File: src/rtl/id_ex_stage.sv
// ID/EX pipeline register: captures operands, specifiers, immediate and control for EX,
// with write-back bypass, load-use stall, flush/hold handling and a saturating bubble counter.
module id_ex_stage #(
  parameter int unsigned DATA_W = 32,
  parameter int unsigned REG_W  = 5,
  parameter int unsigned CNT_W  = 16
) (
  input  logic              clk,
  input  logic              rst,
  input  logic              id_valid,
  input  logic [DATA_W-1:0] rd_data1,
  input  logic [DATA_W-1:0] rd_data2,
  input  logic [REG_W-1:0]  id_rs,
  input  logic [REG_W-1:0]  id_rt,
  input  logic [REG_W-1:0]  id_rd,
  input  logic [15:0]       id_imm,
  input  logic              id_uses_rs,
  input  logic              id_uses_rt,
  input  logic              id_reg_write,
  input  logic              id_mem_read,
  input  logic              id_mem_write,
  input  logic              id_alu_src,
  input  logic              id_reg_dst,
  input  logic              id_mem_to_reg,
  input  logic [3:0]        id_alu_op,
  input  logic              wb_reg_write,
  input  logic [REG_W-1:0]  wb_reg,
  input  logic [DATA_W-1:0] wb_data,
  input  logic              flush,
  input  logic              ex_hold,
  output logic              stall,
  output logic              ex_valid,
  output logic              ex_reg_write,
  output logic              ex_mem_read,
  output logic              ex_mem_write,
  output logic              ex_alu_src,
  output logic              ex_mem_to_reg,
  output logic [3:0]        ex_alu_op,
  output logic [DATA_W-1:0] ex_op1,
  output logic [DATA_W-1:0] ex_op2,
  output logic [DATA_W-1:0] ex_imm,
  output logic [REG_W-1:0]  ex_rs,
  output logic [REG_W-1:0]  ex_rt,
  output logic [REG_W-1:0]  ex_wr_reg,
  output logic [CNT_W-1:0]  bubble_cnt
);

  typedef struct packed {
    logic              valid;
    logic              reg_write;
    logic              mem_read;
    logic              mem_write;
    logic              alu_src;
    logic              mem_to_reg;
    logic [3:0]        alu_op;
    logic [DATA_W-1:0] op1;
    logic [DATA_W-1:0] op2;
    logic [DATA_W-1:0] imm;
    logic [REG_W-1:0]  rs;
    logic [REG_W-1:0]  rt;
    logic [REG_W-1:0]  wr_reg;
  } ex_t;

  ex_t              ex_q, ex_d;
  logic [CNT_W-1:0] bubble_cnt_q, bubble_cnt_d;

  logic              rs_hit, rt_hit, hazard;
  logic              byp1, byp2;
  logic [DATA_W-1:0] op1_byp, op2_byp, imm_ext;

  always_comb begin
    rs_hit = id_uses_rs && (id_rs == ex_q.wr_reg);
    rt_hit = id_uses_rt && (id_rt == ex_q.wr_reg);
    hazard = ex_q.valid && ex_q.mem_read && (ex_q.wr_reg != '0) && id_valid &&
             (rs_hit || rt_hit);
  end

  assign stall = hazard | ex_hold;

  // Register 0 is hard-wired, so a write to it must never be bypassed.
  always_comb begin
    byp1    = wb_reg_write && (wb_reg != '0) && (wb_reg == id_rs);
    byp2    = wb_reg_write && (wb_reg != '0) && (wb_reg == id_rt);
    op1_byp = byp1 ? wb_data : rd_data1;
    op2_byp = byp2 ? wb_data : rd_data2;
    imm_ext = {{(DATA_W-16){id_imm[15]}}, id_imm};
  end

  always_comb begin
    ex_d         = ex_q;
    bubble_cnt_d = bubble_cnt_q;
    if (flush) begin
      ex_d = '0;
    end else if (ex_hold) begin
      ex_d = ex_q;
    end else if (hazard) begin
      ex_d = '0;
      if (bubble_cnt_q != '1) begin
        bubble_cnt_d = bubble_cnt_q + CNT_W'(1);
      end
    end else begin
      // An invalid slot carries no control so it can never write or touch memory.
      ex_d.valid      = id_valid;
      ex_d.reg_write  = id_valid & id_reg_write;
      ex_d.mem_read   = id_valid & id_mem_read;
      ex_d.mem_write  = id_valid & id_mem_write;
      ex_d.alu_src    = id_valid & id_alu_src;
      ex_d.mem_to_reg = id_valid & id_mem_to_reg;
      ex_d.alu_op     = id_valid ? id_alu_op : 4'h0;
      ex_d.op1        = op1_byp;
      ex_d.op2        = op2_byp;
      ex_d.imm        = imm_ext;
      ex_d.rs         = id_rs;
      ex_d.rt         = id_rt;
      ex_d.wr_reg     = id_valid ? (id_reg_dst ? id_rd : id_rt) : '0;
    end
  end

  always_ff @(posedge clk or negedge rst) begin
    if (!rst) begin
      ex_q         <= '0;
      bubble_cnt_q <= '0;
    end else begin
      ex_q         <= ex_d;
      bubble_cnt_q <= bubble_cnt_d;
    end
  end

  assign ex_valid      = ex_q.valid;
  assign ex_reg_write  = ex_q.reg_write;
  assign ex_mem_read   = ex_q.mem_read;
  assign ex_mem_write  = ex_q.mem_write;
  assign ex_alu_src    = ex_q.alu_src;
  assign ex_mem_to_reg = ex_q.mem_to_reg;
  assign ex_alu_op     = ex_q.alu_op;
  assign ex_op1        = ex_q.op1;
  assign ex_op2        = ex_q.op2;
  assign ex_imm        = ex_q.imm;
  assign ex_rs         = ex_q.rs;
  assign ex_rt         = ex_q.rt;
  assign ex_wr_reg     = ex_q.wr_reg;
  assign bubble_cnt    = bubble_cnt_q;

endmodule

File: config.mk
export PLATFORM = sky130hd
export DESIGN_NAME = id_ex_stage
export DESIGN_NICKNAME = d
export VERILOG_FILES = /design/src/rtl/id_ex_stage.sv
export SDC_FILE = /design/constraint.sdc
export NUM_CORES = 1
export LEC_CHECK = 0
export ABC_AREA = 1
export ABC_CLOCK_PERIOD_IN_PS = 1400
export BUFFER_PORTS_ARGS = -buffer_cell sky130_fd_sc_hd__clkbuf_2
export CAP_MARGIN = 20
export CORE_MARGIN = 2
export CORE_UTILIZATION = 43
export CTS_CLUSTER_SIZE = 28
export DETAILED_ROUTE_END_ITERATION = 12
export GPL_ROUTABILITY_DRIVEN = 0
export PLACE_DENSITY = 0.81
export SETUP_SLACK_MARGIN = 0.05
export SYNTH_ARGS = -nofsm -noshare
export SYNTH_HDL_FRONTEND = slang
export SYNTH_SLANG_ARGS = --single-unit
export TNS_END_PERCENT = 1
File: constraint.sdc
create_clock -name clk -period 1.4 [get_ports clk]
set_input_delay 0.07 -clock clk [delete_from_list [all_inputs] [get_ports clk]]
set_output_delay 0.07 -clock clk [all_outputs]
set_load 0.005 [all_outputs]
==> Yosys cells after proc, flatten, opt, wreduce, memory -nomap -nowiden <==
Index checks and enable logic that the tools add are counted.
{ "totals": {"n_memories": 0, "elab_cells": 50, "rom_bits": 0, "latch_bits": 0, "out_inout_bits": 138, "ff_bits": 137, "mem_bits_rw": 0} }
{ "classes": {"reduce_logical": 13, "eq_ne": 6, "shifts": 0, "n_mul": 0, "n_mux": 8, "order_cmp": 0, "div": 0, "add_sub_neg": 1, "bitwise": 8} }
{ "op_table": {"columns": ["op", "count"], "rows": [
  ["two-way mux 121 bit", 3],
  ["two-way mux 32 bit", 2],
  ["== test 5 bit", 4],
  ["adder 16 x 1 -> 16 bit, second input constant", 1],
  ["!= test 16 bit, second input constant", 1],
  ["two-way mux 5 bit", 2],
  ["nonzero test 5 bit", 2],
  ["logical AND 1 bit", 9],
  ["AND 1 bit", 5],
  ["two-way mux 4 bit", 1],
  ["AND reduction 4 bit", 1],
  ["!= test 2 bit, second input constant", 1],
  ["inverter 1 bit", 2],
  ["logical OR 1 bit", 1],
  ["bitwise OR 1 bit", 1]
]} }

==> Logic depth before layout (Yosys ltp) <==
{ "depth": {"word_depth": 7, "ltp_mapped": 12, "depth_no_buf": 11} }

==> Least setup slack after synthesis <==
No wires, ideal clock.
{ "synth_timing": {"path_kind": "reg-to-reg", "from": "register bubble_cnt_q[0] (netlist: bubble_cnt[0])", "to": "register bubble_cnt_q[7] (netlist: bubble_cnt[7])", "setup_ps": 117, "t_arrival_ps": 1452, "path_stages_with_launch": 10, "synth_period_minus_slack_ps": 1569, "slack_ps": -169, "required_ps": 1283, "cell_sequence": "dfrtp_1 ha_1 nand3_1 nor3_2 nand3_2 nand3_2 nor2_4 buf_8 nand2_1 nand2_1"} }
{ "synth_via": {"elab_chain_len": 2} }
{ "synth_lines": {"columns": ["element", "line", "rtl"], "rows": [
  ["start, declared", "65", "logic [CNT_W-1:0] bubble_cnt_q, bubble_cnt_d;"],
  ["start signal, assigned", "125", "bubble_cnt_q <= bubble_cnt_d;"],
  ["parallel branches: the longest is 2 deep, another holds adder 16 x 1 -> 16 bit", null, null]
]} }
Parallel ways; which one is timed is not known.
A chain may end at the register's enable or synchronous reset.

==> Worst setup path in the final report <==
{ "layout_timing": {"from": "register ex_q, in the netlist ex_wr_reg[0]", "to": "output stall"} }
{ "layout_via": {"elab_chain_len": 5} }
{ "layout_lines": {"columns": ["element", "line", "rtl"], "rows": [
  ["start, declared", "64", "ex_t ex_q, ex_d;"],
  ["start signal, assigned", "121", "ex_q <= '0;"],
  ["start signal, assigned", "124", "ex_q <= ex_d;"],
  ["== test 5 bit (tied with other cells)", "72", "rs_hit = id_uses_rs && (id_rs == ex_q.wr_reg);"],
  ["logical AND 1 bit, on equally long branches", "72, 73, 74", null],
  ["logical OR 1 bit / logical AND 1 bit (equally long branches)", "75, 74", null],
  ["logical AND 1 bit (*)", "74", "hazard = ex_q.valid && ex_q.mem_read && (ex_q.wr_reg != '0) && id_valid &&"],
  ["bitwise OR 1 bit (*)", "78", "assign stall = hazard | ex_hold;"],
  ["end, declared", "31", "output logic stall,"]
]} }
Every way passes the cells marked *; elsewhere a longest branch is shown, timed or not.

==> flow_summary.toml <==
[power_and_ir_drop]
powerDensity_mw_per_mm2 = 972
leakage_nw = 5.86
power_mw = 10.1
ir_drop_uv = 782

[sta]
setup_viol = 122
clock_skew_ps = 9.57
hold_viol = 0
report.final.slew_viol_count = 0
period_share_pct = 126
setup_ws_ps = -361
tns_ps = -31190
hold-worst-slack_ps = 2.08
worst_slew_pin_slew_ps = 436
rsz0062_at_grt = "true"
max_slew_margin_pct = 70.9
clock.fmax_ghz = 0.568
fin_crit_ps = 1760

[drt]
wire_per_inst_um = 18.0
drc = 0
dr.pass1.iters = 6
vias = 8220
drt_iter0_drc = 1035
vias_per_cell = 5.40
postRouteAntennaNets = 0
routed_wl_um = 27400

[yosys]
synth_mux_area_share_pct = 0
netlist_top_cells_count = "484 x nand2_1, 121 x dfrtp_1, 93 x nand3_1"
ys_ff_latch = 121
synth_edf_count = 0
yosysTopAreaCell = "dfrtp_1"
postSynthCellCount = 900
synth_top_area_share_pct = 46.6
synth-warning-count = 0
synth_compound_area_share_pct = 1.85
synth_simple_gate_area_share_pct = 40.3
async_flop_share_pct = 100
yosysMostFrequentCell = "nand2_1"
synthAdderAreaFrac_pct = 0.193
synth_area_per_cell_um2 = 7.22
synthTopCellsByArea = "dfrtp_1 47%, nand2_1 28%, nand3_1 7.2%"
ys_seq_area_share_pct = 46.6
synth_xor_area_share_pct = 3.10
synth-main-ff-cell = "dfrtp_1"
ys_types = 31
synth_top_family_by_area = "simple AND/OR/NAND/NOR gates"
syn_area_mm2 = 0.00649
synth.net_count = 1051

[floorplan]
ios = 288
fp.dieW_um = 127
initial_core_util_pct = 44.4
core_area_mm2 = 0.0146
rows = 44
fp.dieArea_mm2 = 0.0161
fp.dieH_um = 127

[worst_setup_path]
cp_data_arrival_time_ps = 1690
cp_cell_sequence = "inv_2, nand2_1, nand2_1, nor2_1, nand3_1, nand2_2, nand2_4, buf_12, nand2_4, buf_6"
crit_fanout = 4
required_ps = 1330
worstSetupPathType = "register to primary output"
critPathLaunchType = "register"
slowest_stage = "dfrtp_1"
end_kind = "primary output"
crit_path_max_incr_delay_ps = 400

[outcome]
violations = "setup timing"
status = "complete, but fails checks"

[placed_design]
dp_slack_ps = -178
io_buffers = 287
hpwlAfterDp_um = 15700

[cts]
clk_path_buf_depth = 2
clkTransAtPathRegs_ps = 60
cts-root-buf = "clkbuf_16"
insertion_delay_ps = 430
cts-htree-levels = 4
numCtsBuffers = 17
cts_tree = "yes"
cts.sinks = 121

[worst_hold_path]
min_path_type = "primary input to register"

[finish]
post-route-util_pct = 70.6
layout-drive-gt1-share_pct = 32.5
nets = 1476
area.growth.synth_to_final_pct = 59.2
fillers = 1044

[grt]
globalRouteOverflowTotal = 0
grt_max_degree = 53
antenna_found_initial = 1
globalRouteTotalUtil_pct = 33.6
grt_pass1_vias = 8230
grt_pass1_wl_um = 42200

[job]
cap_violations = 0
path summary, 6_finish.rpt:
path,slack [ps],depth (start not counted),to,from
worst max-delay path,-360,10,stall,ex_wr_reg[0]
worst min register to register,480,2,ex_op1[0],ex_op1[0]
worst max register to register,-350,13,ex_imm[4],ex_wr_reg[0]
worst min-delay path,2,3,ex_rt[4],id_rt[4]
min in group asynchronous,130,2,ex_op2[6],rst
max in group asynchronous,720,3,ex_wr_reg[4],rst
critical path, delay by kind of cell, from the launching register on:
| family | cells | cell delay [ps] |
|---|---|---|
| and+or+nand+nor | 7 | 590 |
| DFF | 1 | 400 |
| buffers and inverters | 3 | 300 |
cell type report:
| cell class | count | area, um^2 | share of cell area [%] |
|---|---|---|---|
| antenna | 1 | 2.50 | 0.0242 |
| multi-input combinational | 685 | 3100 | 29.9 |
| timing repair buffer | 464 | 3220 | 31.2 |
| clock inverter | 15 | 193 | 1.86 |
| sequential | 121 | 3030 | 29.3 |
| tap | 184 | 230 | 2.23 |
| inverter | 36 | 140 | 1.36 |
| clock buffer | 17 | 425 | 4.11 |
power by group:
| part | internal, mW | leakage [nW] | switching, mW | total, mW |
|---|---|---|---|---|
| clock network | 2.84 | 0.294 | 1.79 | 4.63 |
| registers | 3.67 | 1.62 | 0.123 | 3.79 |
| logic | 0.748 | 3.94 | 0.890 | 1.64 |
cell families (layout without fill, tap and decap cells):
| group | count (synthesis) | count (layout) |
|---|---|---|
| AOI/OAI and AO/OA | 23 | 23 |
| xor gates and xnor gates | 23 | 23 |
| adders and majority gates | 1 | 1 |
| buffers and inverters | 94 | 532 |
| DFF | 121 | 121 |
| other | 0 | 1 |
| and+or+nand+nor | 638 | 638 |
placed cells by master (no fill, tap or decap), types with 2 or more instances in the layout:
cell type,n
nand2_1,476
clkbuf_2,285
dlygate4sd3_1,119
dfrtp_1,118
nand3_1,82
buf_4,47
inv_1,27
nor2_1,24
nand2_2,17
clkbuf_16,17
xor2_1,15
nand3_2,12
o21ai_0,12
buf_12,12
inv_2,8
nor3_1,8
o21ai_1,8
xnor2_1,8
nor2_4,6
nand4_1,4
clkinv_4,4
nand2_4,3
inv_6,3
dfrtp_2,3
clkinvlp_4,3
bufinv_16,3
o21ai_2,2
nor2_2,2
inv_8,2
repair_timing:
action / in CTS / in global routing
resized for setup: 17 / 23
setup buffers: 4 / 1
setup endpoints to repair: 122 / 139
hold endpoints to repair: 218 / 0
hold buffers: 119 / 0
pin swaps: 5 / 10
per-layer routing:
layer  vias to the layer above  track usage (%)  part of all wire (%)
met3                       197             8.77                   9.0
met5                         -                0                     0
met4                         0             22.6                   7.2
li1                       3633                -                     -
met2                       608             57.3                    49
met1                      3782             36.8                    35
per-stage QoR:
stage               area (um^2)  std cells
floorplan                  6530        900
global placement           8370       1366
detailed placement         8370       1366
CTS                       10300       1521
global route              10300       1523
finish                    10300       1523
Power figures use the tool's default switching activity.
